$ cat src/rtl/linescanner_pkg.sv
// Shared linescanner definitions: FSM state encoding and default timing
// parameters, common to the sensor emulator and the capture unit.
package linescanner_pkg;

  typedef enum logic [1:0] {
    ST_IDLE    = 2'd0,
    ST_CONVERT = 2'd1,
    ST_READOUT = 2'd2,
    ST_BLANK   = 2'd3
  } ls_state_t;

  localparam int DEF_PIXELS_PER_LINE = 1024;
  localparam int DEF_ADC_CLOCKS      = 16;
  localparam int DEF_LINE_BLANK      = 4;

  // Wide enough for the largest phase length (4096 pixels).
  localparam int CNT_W = 13;

endpackage

$ cat src/rtl/linescanner_pattern_generator.sv
// Registered pixel value source: data = (pixel index + line number) mod 256,
// updated only when load is high so the value holds between lines.
module linescanner_pattern_generator (
  input  logic       pixel_clock,
  input  logic       reset,
  input  logic       load,
  input  logic [7:0] pixel_index,
  input  logic [7:0] line_lsb,
  output logic [7:0] data
);

  always_ff @(posedge pixel_clock or posedge reset) begin
    if (reset) begin
      data <= 8'd0;
    end else if (load) begin
      data <= pixel_index + line_lsb;
    end
  end

endmodule

$ cat src/rtl/linescanner_sensor_emulator.sv
// Line-scan sensor emulator: sample strobe -> ADC conversion -> pixel readout
// -> line blanking, with exposure measurement and strobe-protocol checking.
module linescanner_sensor_emulator
  import linescanner_pkg::*;
#(
  parameter int PIXELS_PER_LINE = DEF_PIXELS_PER_LINE,
  parameter int ADC_CLOCKS      = DEF_ADC_CLOCKS,
  parameter int LINE_BLANK      = DEF_LINE_BLANK
) (
  input  logic        pixel_clock,
  input  logic        reset,
  input  logic        enable,
  input  logic        rst_cvc,
  input  logic        rst_cds,
  input  logic        sample,
  input  logic        clear_error,
  output logic        end_adc,
  output logic        lval,
  output logic [7:0]  data,
  output logic [15:0] line_count,
  output logic [15:0] last_exposure,
  output logic        protocol_error
);

  localparam logic [CNT_W-1:0] ADC_LAST   = CNT_W'(ADC_CLOCKS - 1);
  localparam logic [CNT_W-1:0] PIX_LAST   = CNT_W'(PIXELS_PER_LINE - 1);
  localparam logic [CNT_W-1:0] BLANK_LAST = CNT_W'((LINE_BLANK > 0) ? LINE_BLANK - 1 : 0);
  localparam logic [CNT_W-1:0] CNT_ONE    = CNT_W'(1);

  ls_state_t        state, state_next;
  logic [CNT_W-1:0] cnt, cnt_next;
  logic             sample_q, rst_cvc_q;
  logic [15:0]      exposure, exposure_next;
  logic             sample_rise, cvc_fall;
  logic             accept, overrun, violation;
  logic             pix_load, line_done;
  logic [7:0]       pix_index;

  assign sample_rise = sample & ~sample_q;
  assign cvc_fall    = ~rst_cvc & rst_cvc_q;
  assign accept      = (state == ST_IDLE) & sample_rise & enable;
  assign overrun     = (state != ST_IDLE) & sample_rise;
  // A gated-off rise in IDLE is ignored entirely, strobe state included.
  assign violation   = sample_rise & (rst_cvc | rst_cds) & ((state != ST_IDLE) | enable);

  always_comb begin
    exposure_next = exposure;
    if (cvc_fall) begin
      exposure_next = 16'd0;
    end else if (!rst_cvc && exposure != 16'hFFFF) begin
      exposure_next = exposure + 16'd1;
    end
  end

  // The pattern generator is loaded one edge early with the index of the
  // pixel about to be shown, so data lines up with lval.
  always_comb begin
    state_next = state;
    cnt_next   = cnt;
    pix_load   = 1'b0;
    line_done  = 1'b0;
    unique case (state)
      ST_IDLE: begin
        if (accept) begin
          state_next = ST_CONVERT;
          cnt_next   = '0;
        end
      end
      ST_CONVERT: begin
        if (cnt == ADC_LAST) begin
          state_next = ST_READOUT;
          cnt_next   = '0;
          pix_load   = 1'b1;
        end else begin
          cnt_next = cnt + CNT_ONE;
        end
      end
      ST_READOUT: begin
        if (cnt == PIX_LAST) begin
          line_done  = 1'b1;
          cnt_next   = '0;
          state_next = (LINE_BLANK == 0) ? ST_IDLE : ST_BLANK;
        end else begin
          cnt_next = cnt + CNT_ONE;
          pix_load = 1'b1;
        end
      end
      ST_BLANK: begin
        if (cnt == BLANK_LAST) begin
          state_next = ST_IDLE;
        end else begin
          cnt_next = cnt + CNT_ONE;
        end
      end
      default: state_next = ST_IDLE;
    endcase
  end

  assign pix_index = cnt_next[7:0];

  always_ff @(posedge pixel_clock or posedge reset) begin
    if (reset) begin
      state          <= ST_IDLE;
      cnt            <= '0;
      sample_q       <= 1'b0;
      rst_cvc_q      <= 1'b0;
      exposure       <= 16'd0;
      end_adc        <= 1'b1;
      lval           <= 1'b0;
      line_count     <= 16'd0;
      last_exposure  <= 16'd0;
      protocol_error <= 1'b0;
    end else begin
      state     <= state_next;
      cnt       <= cnt_next;
      sample_q  <= sample;
      rst_cvc_q <= rst_cvc;
      exposure  <= exposure_next;
      end_adc   <= (state_next == ST_IDLE);
      lval      <= (state_next == ST_READOUT);
      if (line_done) begin
        line_count <= line_count + 16'd1;
      end
      if (accept) begin
        last_exposure <= exposure_next;
      end
      if (overrun || violation) begin
        protocol_error <= 1'b1;
      end else if (clear_error) begin
        protocol_error <= 1'b0;
      end
    end
  end

  linescanner_pattern_generator u_pattern (
    .pixel_clock (pixel_clock),
    .reset       (reset),
    .load        (pix_load),
    .pixel_index (pix_index),
    .line_lsb    (line_count[7:0]),
    .data        (data)
  );

endmodule

$ cat config.mk
export PLATFORM = sky130hd
export DESIGN_NAME = linescanner_sensor_emulator
export DESIGN_NICKNAME = d
export VERILOG_FILES = /design/src/rtl/linescanner_pkg.sv /design/src/rtl/linescanner_pattern_generator.sv /design/src/rtl/linescanner_sensor_emulator.sv
export SDC_FILE = /design/constraint.sdc
export NUM_CORES = 1
export LEC_CHECK = 0
export ABC_AREA = 1
export BUFFER_PORTS_ARGS = -buffer_cell sky130_fd_sc_hd__buf_2
export CAP_MARGIN = 0
export CORE_UTILIZATION = 30
export CTS_BUF_LIST = sky130_fd_sc_hd__clkbuf_8 sky130_fd_sc_hd__clkbuf_16
export DETAILED_ROUTE_END_ITERATION = 12
export GPL_ROUTABILITY_DRIVEN = 0
export PLACE_DENSITY_LB_ADDON = 0.3
export SETUP_SLACK_MARGIN = 0.1
export SLEW_MARGIN = 20
export SYNTH_ARGS = -nofsm -noshare
export SYNTH_HDL_FRONTEND = slang
export SYNTH_HIERARCHICAL = 1
export SYNTH_SLANG_ARGS = --single-unit
$ cat constraint.sdc
create_clock -name pixel_clock -period 7 [get_ports pixel_clock]
set_input_delay 0.35 -clock pixel_clock [delete_from_list [all_inputs] [get_ports pixel_clock]]
set_output_delay 0.35 -clock pixel_clock [all_outputs]
set_load 0.01 [all_outputs]
-- Yosys cells after proc, flatten, opt, wreduce, memory -nomap -nowiden
Index checks and enable logic that the tools add are counted.
- $add $sub $neg: 4
- equal/unequal tests: 10
- muxes and demuxes: 19
- bitwise gates (word level): 11
- reductions and logical operators: 8
- operators with widths (kind ; number):
    13-bit two-way mux ; 4
    13-bit one-hot mux with 4 select lines ; 1
    16-bit by 1-bit adder with 16-bit output (second input constant) ; 2
    16-bit two-way mux ; 2
    16-bit != test (second input constant) ; 1
    13-bit by 1-bit adder with 13-bit output (second input constant) ; 1
    13-bit by 10-bit == test with 1-bit output (second input constant) ; 1
    13-bit by 2-bit == test with 1-bit output (second input constant) ; 1
    13-bit by 4-bit == test with 1-bit output (second input constant) ; 1
    8-bit adder ; 1
    2-bit two-way mux ; 4
    2-bit one-hot mux with 4 select lines ; 1
    1-bit AND ; 7
    2-bit == test (second input constant) ; 3
    1-bit two-way mux ; 6
    2-bit zero test ; 2
    2-bit != test (second input constant) ; 2
    2-bit nonzero test ; 2
    2-bit by 1-bit == test with 1-bit output (second input constant) ; 1
    1-bit inverter ; 2
    1-bit OR ; 2
    1-bit one-hot mux with 2 select lines ; 1
    2-bit AND reduction ; 1
    1-bit logical AND ; 1
    2 further kinds ; 2
- bits in registers: 76
- input port bits: 7
- output and inout port bits: 43
- logic and storage cells: 64

-- Logic depth before layout (Yosys ltp)
Gate-level depths: netlist of the first run.
- depth after elaboration: 7
- depth in mapped cells: 22
- depth with buffers taken out: 20

-- Hierarchy
Netlist of the first run, hierarchy kept.
- modules (own cells, without submodules) (module ; instances ; cells an instance ; area each (µm²) ; sequential area each (µm²)):
    linescanner_sensor_emulator ; 1 ; 531 ; 3963.8 ; 1702.9
    linescanner_pattern_generator ; 1 ; 88 ; 625.6 ; 200.2

-- Worst setup path before layout of the first run
Ideal clock, no wire load.
- kind: reg-to-reg
- start: register cnt[0]
- end: register u_pattern.data[4]
- library setup time: 77 ps
- arrival time: 2374 ps
- required time: 6923 ps
- setup slack: 4549 ps
- stages on the path, launching flop included: 20
- buffers on the path: 1
- clock period less this slack: 2451 ps
- path through: dfrtp_1 -> ha_1 -> nand3_4 -> nor2_4 -> nand3_2 -> nand2_2 -> nand3_2 -> buf_6 -> o21ai_2 -> nand2_1 -> ha_1 -> inv_1 -> fa_1 -> inv_1 -> nand2_1 -> nand2_1 -> and2_4 -> nand2_2 -> nand2_1 -> o21ai_1
- longest elaborated chain between the ends: 4
- elaborated cells on any way between the ends: 13
- those cells by class: add/sub (2); eq/ne (3); mux (8)
- RTL lines (element ; line ; text):
    start, declared ; linescanner_sensor_emulator.sv:31 ; logic [CNT_W-1:0] cnt, cnt_next;
    start signal, assigned ; linescanner_sensor_emulator.sv:115 ; cnt <= cnt_next;
    13-bit by 1-bit adder with 13-bit output, or another cell as far along ; linescanner_sensor_emulator.sv:75, linescanner_sensor_emulator.sv:84, linescanner_sensor_emulator.sv:92 ;
    13-bit two-way mux (on tied branches) ; linescanner_sensor_emulator.sv:89, linescanner_sensor_emulator.sv:70, linescanner_sensor_emulator.sv:79 ;
    13-bit one-hot mux with 4 select lines * ; linescanner_sensor_emulator.sv:62 ; unique case (state)
    via cnt_next[0] ; linescanner_sensor_emulator.sv:31 ;
    8-bit adder * ; linescanner_pattern_generator.sv:16 ; data <= pixel_index + line_lsb;
    end signal, assigned ; linescanner_pattern_generator.sv:16 ;
    end, declared ; linescanner_pattern_generator.sv:9 ; output logic [7:0] data
Mark *: on every way through the listed nets, which the timed path passes. The rest lies on a longest branch. The select of a mux whose other input is x is not followed.
A chain may end at the register's enable or synchronous reset.

-- Worst setup path after layout of the first run
- start: register state[1]
- end: register u_pattern.data[7]
- longest elaborated chain between the ends: 6
- elaborated cells on any way between the ends: 10
- those cells by class: add/sub (1); eq/ne (3); mux (3); bitwise (2); reduce/logical (1)
- RTL lines (element ; line ; text):
    start, declared ; linescanner_sensor_emulator.sv:30 ; ls_state_t state, state_next;
    start signal, assigned ; linescanner_sensor_emulator.sv:114 ; state <= state_next;
    2-bit zero test ; linescanner_sensor_emulator.sv:41, linescanner_sensor_emulator.sv:62 ;
    1-bit AND (2 in series) ; linescanner_sensor_emulator.sv:41 ; assign accept = (state == ST_IDLE) & sample_rise & enable;
    13-bit two-way mux ; linescanner_sensor_emulator.sv:64 ; if (accept) begin
    13-bit one-hot mux with 4 select lines * ; linescanner_sensor_emulator.sv:62 ;
    via cnt_next[4] ; linescanner_sensor_emulator.sv:31 ;
    8-bit adder * ; linescanner_pattern_generator.sv:16 ;
Marks and branches as above.

==> results of run 1 <==
-- cell type report --
| cell class | count | area, sq um |
|---|---|---|
| Clock inverter | 5 | 60.06 |
| Multi-Input combinational cell | 455 | 2316 |
| Fill cell | 1569 | 9437 |
| Clock buffer | 11 | 252.7 |
| Inverter | 76 | 285.3 |
| Sequential cell | 76 | 1903 |
| Timing Repair Buffer | 52 | 270.3 |
| Tap cell | 184 | 230.2 |
-- path summary, 6_finish.rpt --
path / cells after the start / endpoint / from / slack, ps
setup / recovery: 17 / u_pattern/data[7] / state[1] / 3610
min in group asynchronous: 3 / u_pattern/data[4] / reset / 510
setup reg to reg: 17 / u_pattern/data[7] / state[1] / 3610
hold / removal: 1 / sample_q / sample / 120
max in group asynchronous: 4 / lval / reset / 5600
hold reg to reg: 2 / u_pattern/data[6] / u_pattern/data[6] / 480
-- stage by stage --
step / hold slack [ps] / worst slack, ps / instances / area (sq um)
after floorplan: 165.7 / 4549 / 619 / 4589
after global placement: 334.9 / 3593 / 842 / 4995
after detailed placement: 328.7 / 3535 / 842 / 4995
after CTS: 112.9 / 3543 / 859 / 5318
after global routing: 112.6 / 3099 / 859 / 5318
final: 121.5 / 3610 / 859 / 5318
-- critical path, cell delays in order, from the launching register on --
cell and delay, ps:
dfrtp_1 440, inv_1 130, ha_1 150, inv_1 90, nor2_2 550, inv_1 500, nand2_1 200, inv_2 100
nand2_1 60, o21ai_0 100, ha_1 400, nand2_1 90, nor2_1 120, nand3_1 100, nand2_1 80, nand2_1 50
nand3_1 60, nand2_1 40
-- layer usage --
| layer | GRT usage, % | vias up | part of all wire (%) |
|---|---|---|---|
| met5 | 0 | - | 0 |
| met4 | 5.165 | 0 | 1.5 |
| met3 | 3.866 | 13 | 3.5 |
| met2 | 23.66 | 61 | 47 |
| met1 | 18.68 | 1886 | 48 |
| li1 | - | 2071 | - |
-- what timing repair did --
| action | in CTS | in global routing |
|---|---|---|
| gates resized for setup | 0 | 0 |
| hold endpoints to repair | 8 | 0 |
| hold buffers | 1 | 0 |
| setup buffers | 0 | 0 |
-- logic make-up after synthesis --
logic type,Yosys count
fa+ha+maj,16
buf+inv,88
simple gates,363
xor+xnor,23
compound gates,53
flops,76
-- flip-flops by register name, summed over array words and instances, names as in the netlist --
| register | flops |
|---|---|
| lval | 1 |
| sample_q | 1 |
| rst_cvc_q | 1 |
| last_exposure | 16 |
| end_adc | 1 |
| line_count | 16 |
| exposure | 16 |
| state | 2 |
| protocol_error | 1 |
| u_pattern/data | 8 |
| cnt | 13 |
-- cell usage after synthesis (all sizes together), types with 2 or more instances --
| library cell | instances |
|---|---|
| xor2 | 19 |
| nand4 | 18 |
| inv | 75 |
| clkbuf | 3 |
| nand3b | 5 |
| buf | 9 |
| or2 | 2 |
| ha | 15 |
| o21ai | 37 |
| nand2 | 206 |
| nand3 | 53 |
| and3 | 2 |
| dfrtp | 75 |
| nor3 | 7 |
| xnor2 | 4 |
| nor2 | 66 |
| a21oi | 11 |
| and2 | 3 |
-- where the power goes --
group,total (W),switching [W],internal [W]
sequential,0.000456,0.00000822,0.000448
clock,0.000488,0.000192,0.000296
combinational,0.0000459,0.0000314,0.0000145
==> results.toml, run 1 <==
[floorplan]
die-area_sq_mm = 0.01580
start_util_pct = 31.11
pin_count = 50
die_y_microns = 125.7
design.core.area_sq_mm = 0.01475
fp.dieW_microns = 125.7
num_rows = 44

[clocking]
cts_sinks = 76
clockBufferDepth = 2
htreeDepth = 3
clock_latency_ps = 350
clk_pin_slew_ps = 60
cts_tree = "yes"
numCtsBuffers = 9
cts-root-buf = "clkbuf_16"

[timing]
setup_viol = 0
final.period_utilization_pct = 48.43
relSlewSlack_pct = 32.37
rsz0062_at_grt = "no"
slew_viol_final = 0
worstMarginPinSlew_ps = 1013
finalCriticalPeriod_ps = 3390
clock_skew_ps = 7.596
finalHoldViolations = 0
tns_ps = 0
clock.fmax_mhz = 295.0

[routing]
wirelength_mm = 10.58
drt_iter0_drc = 219
ant_nets = 0
drc = 3
first_pass_iters = 8
via_per_inst = 4.693
vias = 4031
wl_per_cell_microns = 12.32

[global_routing]
antenna_found_initial = 0
gr-usage-all-layers_pct = 14.59
grt_first_pass_wirelength_mm = 18.34
grt_pass1_vias = 3832
gr-total-overflow = 0
grt_max_degree = 69

[synth]
syn_inst = 619
synthAdderAreaFrac_pct = 4.526
async_flop_share_pct = 100.0
synth_top_family_by_area = "simple AND/OR/NAND/NOR gates"
synth_top_area_share_pct = 40.89
yosysTopAreaCell = "dfrtp_1"
synth_compound_area_share_pct = 6.843
seq_area_frac_synth_pct = 41.47
synthFlopType = "dfrtp_1"
synth-edff-count = 0
synth_seq_cells = 76
synth_xor_area_share_pct = 4.389
avgSynthCellArea_sq_um = 7.414
ys_top_cells_by_area = "dfrtp_1 41%, nand2_1 17%, inv_1 6.0%, nand3_1 5.5%, nor2_1 4.9%"
yosys_warnings = 6
synthSimpleGateAreaFrac_pct = 34.71
synth.distinct_cells = 40
synth_fp_nets = 642
syn_area_sq_mm = 0.004589
yosys-mux-area-fraction_pct = 0

[power]
power_density_mw_per_mm2 = 186.2
p_leak_nw = 2.647
power_w = 0.0009901
ir_worst_vdd_v = 0.0001092

[final_layout]
antenna_cells = 0
final_cell_mix = "202 x nand2_1, 75 x dfrtp_1, 72 x inv_1"
final_common_cell = "nand2_1"
drive_gt1_share_pct = 14.07
finalCoreUtilization_pct = 36.04
area_delta_synth_final_pct = 15.87
num-nets-final = 693

[min_path]
hp-class = "input port to flop"

[place]
io_buffers = 49
dpl.hpwl_mm = 7.744

[worst_setup_path]
crit_fanout = 20
cp.required_ps = 7250
crit_path_end_kind = "flop"
worstSetupPathType = "flop to flop"
arrival_ps = 3640
startpoint_type = "flop"

[outcome]
violations = "design-rule violations"
status = "finished with violations"

[job]
timing.max_cap.violations = 0
No activity file was read; power rests on OpenSTA's default activity.
==> run 2: changes to the inputs <==
==> constraint.sdc (replaced) <==
create_clock -name pixel_clock -period 2.7 [get_ports pixel_clock]
set_input_delay 0.135 -clock pixel_clock [delete_from_list [all_inputs] [get_ports pixel_clock]]
set_output_delay 0.135 -clock pixel_clock [all_outputs]
set_load 0.01 [all_outputs]
==> run 2 against run 1 <==
  * The flow still finishes with violations (design-rule violations)
  * Count of clock-buffer cells in the layout increased by 1
  * Die area is the same
  * Cell area up 6.8%
  * Maximum frequency is 38% higher
  * Worst setup slack lost 3400 ps
  * Via count is 1.7% higher
  * First-iteration DRC count shrank 1.4%
  * Sequential power grew to 2.6 times the previous value
  * Critical endpoint unchanged
  * Largest cell class unchanged
==> results.toml, run 2 (synthesis results as in run 1) <==
[clocking]
clock_latency_ps = 350
clockBufferDepth = 2
htreeDepth = 3
cts_sinks = 76
cts_tree = "yes"
clk_pin_slew_ps = 60
numCtsBuffers = 9
cts-root-buf = "clkbuf_16"

[final_layout]
drive_gt1_share_pct = 21.19
final_cell_mix = "194 x nand2_1, 71 x dfrtp_1, 69 x inv_1"
n_fill_cell = 1566
top_regs = "exposure x16, last_exposure x16, line_count x16"
post-route-cell-area_sq_mm = 0.005679
antenna_cells = 0
area_delta_synth_final_pct = 23.75
final_common_cell = "nand2_1"
num-nets-final = 721

[floorplan]
num_rows = 44
die-area_sq_mm = 0.01580
die_y_microns = 125.7
pin_count = 50
fp.dieW_microns = 125.7
design.core.area_sq_mm = 0.01475
start_util_pct = 31.11

[worst_setup_path]
cp.required_ps = 2940
critPathTopFamily = "simple AND/OR/NAND/NOR gates"
crit_fanout = 8
crit_path_end_kind = "flop"
worstSetupPathType = "flop to flop"
path_buf_inv = 0
startpoint_type = "flop"
cp_common_cell = "nand3_1"
cp_slowest_cell = "dfrtp_1"
cpPeakStageDelay_ps = 390
arrival_ps = 2700
crit_chain = "ha_4 > nand3_4 > nor2_4 > nand3_4 > nand2_4 > nand3_4 > nand3_1 > o21ai_1 > ha_1 > or2_1 > nand3_1 > nand3_1 > nand3_1 > nand2_1"

[routing]
drt_iter0_drc = 216
via_per_inst = 4.620
drc = 3
ant_nets = 0
first_pass_iters = 10
vias = 4098
wl_per_cell_microns = 12.36
wirelength_mm = 10.97

[place]
io_buffers = 49
post_dp_cell_area_sq_mm = 0.005097
dpl.hpwl_mm = 7.951

[global_routing]
global_route.usage.met3_pct = 4.206
antenna_found_initial = 0
gr-usage-met2_pct = 24.22
gr-total-overflow = 0
grt_first_pass_wirelength_mm = 18.12
grt_pass1_vias = 3756
grt_max_degree = 43
grt_busiest_layer = "met2"
use_met1_pct = 18.26
gr-usage-all-layers_pct = 14.64

[outcome]
violations = "design-rule violations"
status = "finished with violations"

[timing]
relSlewSlack_pct = 57.56
setup_viol = 0
clock.fmax_mhz = 406.0
final.period_utilization_pct = 91.23
worstMarginPinSlew_ps = 635.7
clock_skew_ps = 6.734
rsz0062_at_grt = "yes"
tns_ps = 0
slew_viol_final = 0
finalCriticalPeriod_ps = 2463
finalHoldViolations = 0

[job]
timing.max_cap.violations = 0

[power]
p_leak_nw = 2.787
ir_worst_vdd_v = 0.0002892
power_w = 0.002574
power_density_mw_per_mm2 = 453.2

[min_path]
hp-class = "input port to flop"
==> run 2: changes by cell type in the layout (fill, tap and decap cells not counted), moves of 4 or more <==
| cell | before | now |
|---|---|---|
| nand2_2 | 4 | 11 |
| dfrtp_2 | 0 | 4 |
| nand2_1 | 202 | 194 |
| dfrtp_1 | 75 | 71 |
| nor2_1 | 60 | 54 |
| buf_4 | 2 | 26 |
==> run 2: timing repair <==
action / 4_1_cts / 5_1_grt
cloned: 0 / 0
endpoints found under the setup margin: 5 / 7
buffers inserted: 0 / 14
pin swaps: 1 / 15
gates resized for setup: 2 / 37
hold endpoints to repair: 36 / 0
hold buffers: 3 / 0
==> run 2: report_power, final <==
part / internal, W / switching (W) / total [W]
registers: 0.00116 / 0.0000210 / 0.00118
clock network: 0.000788 / 0.000476 / 0.00126
logic: 0.0000438 / 0.0000837 / 0.000127
total: 0.00199 / 0.000581 / 0.00257
==> run 2: path summary, 6_finish.rpt <==
kind,start,to,slack [ps],depth (start not counted)
worst max register to register,cnt[1],u_pattern/data[7],240,14
worst min-delay path,clear_error,protocol_error,20,2
max in group asynchronous,reset,end_adc,1560,4
worst min register to register,u_pattern/data[5],u_pattern/data[5],470,2
min in group asynchronous,reset,u_pattern/data[2],290,3
worst max-delay path,cnt[1],u_pattern/data[7],240,14
==> run 2: area by class of cell <==
class | count | area (sq um) | share of cell area [%]
Clock inverter | 4 | 47.55 | 0.8372
Sequential cell | 76 | 1908 | 33.60
Inverter | 76 | 287.8 | 5.067
Tap cell | 184 | 230.2 | 4.054
Clock buffer | 12 | 266.5 | 4.693
Timing Repair Buffer | 80 | 510.5 | 8.989
Multi-Input combinational cell | 455 | 2429 | 42.76
==> run 2: per-layer routing <==
layer	up-vias	part of all wire (%)
met5	-	0
met4	0	1.5
met3	10	2.9
met2	57	48
met1	1899	48
li1	2132	-
==> run 2: through the flow <==
stage / cells / worst slack [ps] / util (%) / hold WS [ps]
floorplan: 619 / 249.1 / - / -49.34
global placement: 854 / 37.49 / 34.55 / 114.2
detailed placement: 854 / 20.75 / 34.55 / 111.1
CTS: 873 / 117.2 / 36.95 / 8.541
global route: 887 / 62.44 / 38.49 / 13.27
finish: 887 / 236.7 / 38.49 / 23.04
==> run 2: worst reg2reg max path: stages, from the launching register on <==
cell	delay, ps
dfrtp_1	390
ha_4	180
nand3_4	130
nor2_4	170
nand3_4	110
nand2_4	90
nand3_4	130
nand3_1	90
o21ai_1	100
ha_1	350
or2_1	270
nand3_1	130
nand3_1	90
nand3_1	90
nand2_1	50
==> run 3: changes to the inputs <==
--- a/config.mk
+++ b/config.mk
@@ -9,12 +9,12 @@
 export BUFFER_PORTS_ARGS = -buffer_cell sky130_fd_sc_hd__buf_2
 export CAP_MARGIN = 0
 export CORE_UTILIZATION = 30
-export CTS_BUF_LIST = sky130_fd_sc_hd__clkbuf_8 sky130_fd_sc_hd__clkbuf_16
+export CTS_BUF_LIST = sky130_fd_sc_hd__clkbuf_8
 export DETAILED_ROUTE_END_ITERATION = 12
 export GPL_ROUTABILITY_DRIVEN = 0
 export PLACE_DENSITY_LB_ADDON = 0.3
 export SETUP_SLACK_MARGIN = 0.1
-export SLEW_MARGIN = 20
+export SLEW_MARGIN = 15
 export SYNTH_ARGS = -nofsm -noshare
 export SYNTH_HDL_FRONTEND = slang
 export SYNTH_HIERARCHICAL = 1
==> run 3 against run 2 <==
  * Critical path type unchanged
  * Sequential power barely moved
  * Maximum frequency rose by 1.0%
  * The flow still finishes with violations (design-rule violations)
  * Total power fell by 12%
==> results.toml, run 3 (synthesis results as in run 1) <==
[outcome]
status = "finished with violations"
violations = "design-rule violations"

[clocking]
cts_sinks = 76
htreeDepth = 3
cts_tree = "yes"
clockBufferDepth = 2
clock_latency_ps = 380
cts-root-buf = "clkbuf_8"
numCtsBuffers = 9
clk_pin_slew_ps = 80

[timing]
rsz0062_at_grt = "no"
worst_slack_ps = 261.2
finalCriticalPeriod_ps = 2439
finalHoldViolations = 0
relSlewSlack_pct = 58.14
setup_viol = 0
worstMarginPinSlew_ps = 627.0
slew_viol_final = 0
clock_skew_ps = 10.06
clock.fmax_mhz = 410.0
tns_ps = 0
final.period_utilization_pct = 90.33

[worst_setup_path]
cp_slowest_cell = "dfrtp_1"
arrival_ps = 2710
cpPeakStageDelay_ps = 400
crit_chain = "ha_4 > nand3_4 > nor2_4 > nand3_4 > nand2_4 > nand3_4 > nand3_1 > o21ai_1 > ha_1 > or2_4 > nand3_1 > nand3_1 > nand3_1 > nand2_1"
crit_path_end_kind = "flop"
cp_common_cell = "nand3_1"
cp.required_ps = 2980
startpoint_type = "flop"
worstSetupPathType = "flop to flop"
rr_worst_depth = 14
crit_fanout = 8

[final_layout]
finalCoreUtilization_pct = 37.74
num-nets-final = 720
final_common_cell = "nand2_1"
drive_gt1_share_pct = 20.51
post-route-cell-area_sq_mm = 0.005568
fin_cells = 886
top_regs = "exposure x16, last_exposure x16, line_count x16"
antenna_cells = 0
final_cell_mix = "195 x nand2_1, 71 x dfrtp_1, 70 x inv_1"
area_delta_synth_final_pct = 21.32

[routing]
wl_per_cell_microns = 12.35
wirelength_mm = 10.95
first_pass_iters = 10
drc = 3
vias = 4079
ant_nets = 0
drt_iter0_drc = 245
via_per_inst = 4.604

[global_routing]
grt_pass1_vias = 3763
gr-usage-all-layers_pct = 14.64
grt_max_degree = 43
antenna_found_initial = 0
gr-total-overflow = 0
grt_first_pass_wirelength_mm = 18.13

[place]
dpl.hpwl_mm = 7.951
post_dp_cell_area_sq_mm = 0.005097
place_ws_ps = 20.75
io_buffers = 49
dp.cells = 854

[power]
p_seq_share_pct = 52.4
p_int_w = 0.001704
p_switching_w = 0.0005488
p_leak_nw = 2.736
power_density_mw_per_mm2 = 404.6
switching_share_pct = 24.37
comb_power_share_pct = 5.7
power_frac_clock_pct = 41.9
ir_worst_vdd_v = 0.0002002

[floorplan]
die_y_microns = 125.7
fp.dieW_microns = 125.7
num_rows = 44
design.core.area_sq_mm = 0.01475
die-area_sq_mm = 0.01580
pin_count = 50
start_util_pct = 31.11

[job]
timing.max_cap.violations = 0

[min_path]
hp-class = "input port to flop"
hold_depth = 3
[run 3: final cells by class]
cell class	count	area, sq um
Timing Repair Buffer	79	505.5
Tap cell	184	230.2
Fill cell	1578	9186
Sequential cell	76	1908
Multi-Input combinational cell	455	2424
Clock inverter	4	47.55
Clock buffer	12	165.2
Inverter	76	287.8
[run 3: what timing repair did]
item,in CTS,in global routing
pin swaps,1,12
hold endpoints to repair,37,0
hold buffers,4,0
setup buffers,0,12
gates resized for setup,2,34
setup endpoints to repair,5,7
[run 3: critical path, delay by kind of cell (launching register included)]
kind	cells	cell delay, ps
adder cells (fa/ha/maj)	2	540
flip-flops	1	400
AND/OR/NAND/NOR	11	1290
AO/OA/AOI/OAI	1	100
[run 3: routing by layer]
| layer | up-vias | track usage [%] | routed length, microns |
|---|---|---|---|
| met3 | 11 | 3.568 | 368 |
| li1 | 2126 | - | - |
| met4 | 0 | 5.811 | 182 |
| met2 | 62 | 24.08 | 5177 |
| met5 | - | 0 | 0 |
| met1 | 1880 | 18.45 | 5217 |
[run 3: path summary, 6_finish.rpt]
check	startpoint	to	slack [ps]
worst min-delay path	rst_cds	protocol_error	40
worst min register to register	u_pattern/data[5]	u_pattern/data[5]	480
max in group asynchronous	reset	end_adc	1580
min in group asynchronous	reset	u_pattern/data[0]	250
worst max-delay path	cnt[1]	u_pattern/data[7]	260
worst max register to register	cnt[1]	u_pattern/data[7]	260
[run 3: metrics by stage]
step | hold slack [ps] | total power [W]
floorplan | -49.34 | 0.001287
global placement | 114.2 | 0.001330
detailed placement | 111.1 | 0.001331
CTS | 19.48 | 0.002296
global route | 35.35 | 0.002347
finish | 42.73 | 0.002253
[run 3: power groups by stage]
stage / registers [W] / clock network [W] / logic (W)
global placement: 0.00120 / 0 / 0.000127
global route: 0.00118 / 0.00101 / 0.000149
CTS: 0.00118 / 0.000983 / 0.000133
finish: 0.00118 / 0.000944 / 0.000128
detailed placement: 0.00120 / 0 / 0.000128
floorplan: 0.00120 / 0 / 0.0000825
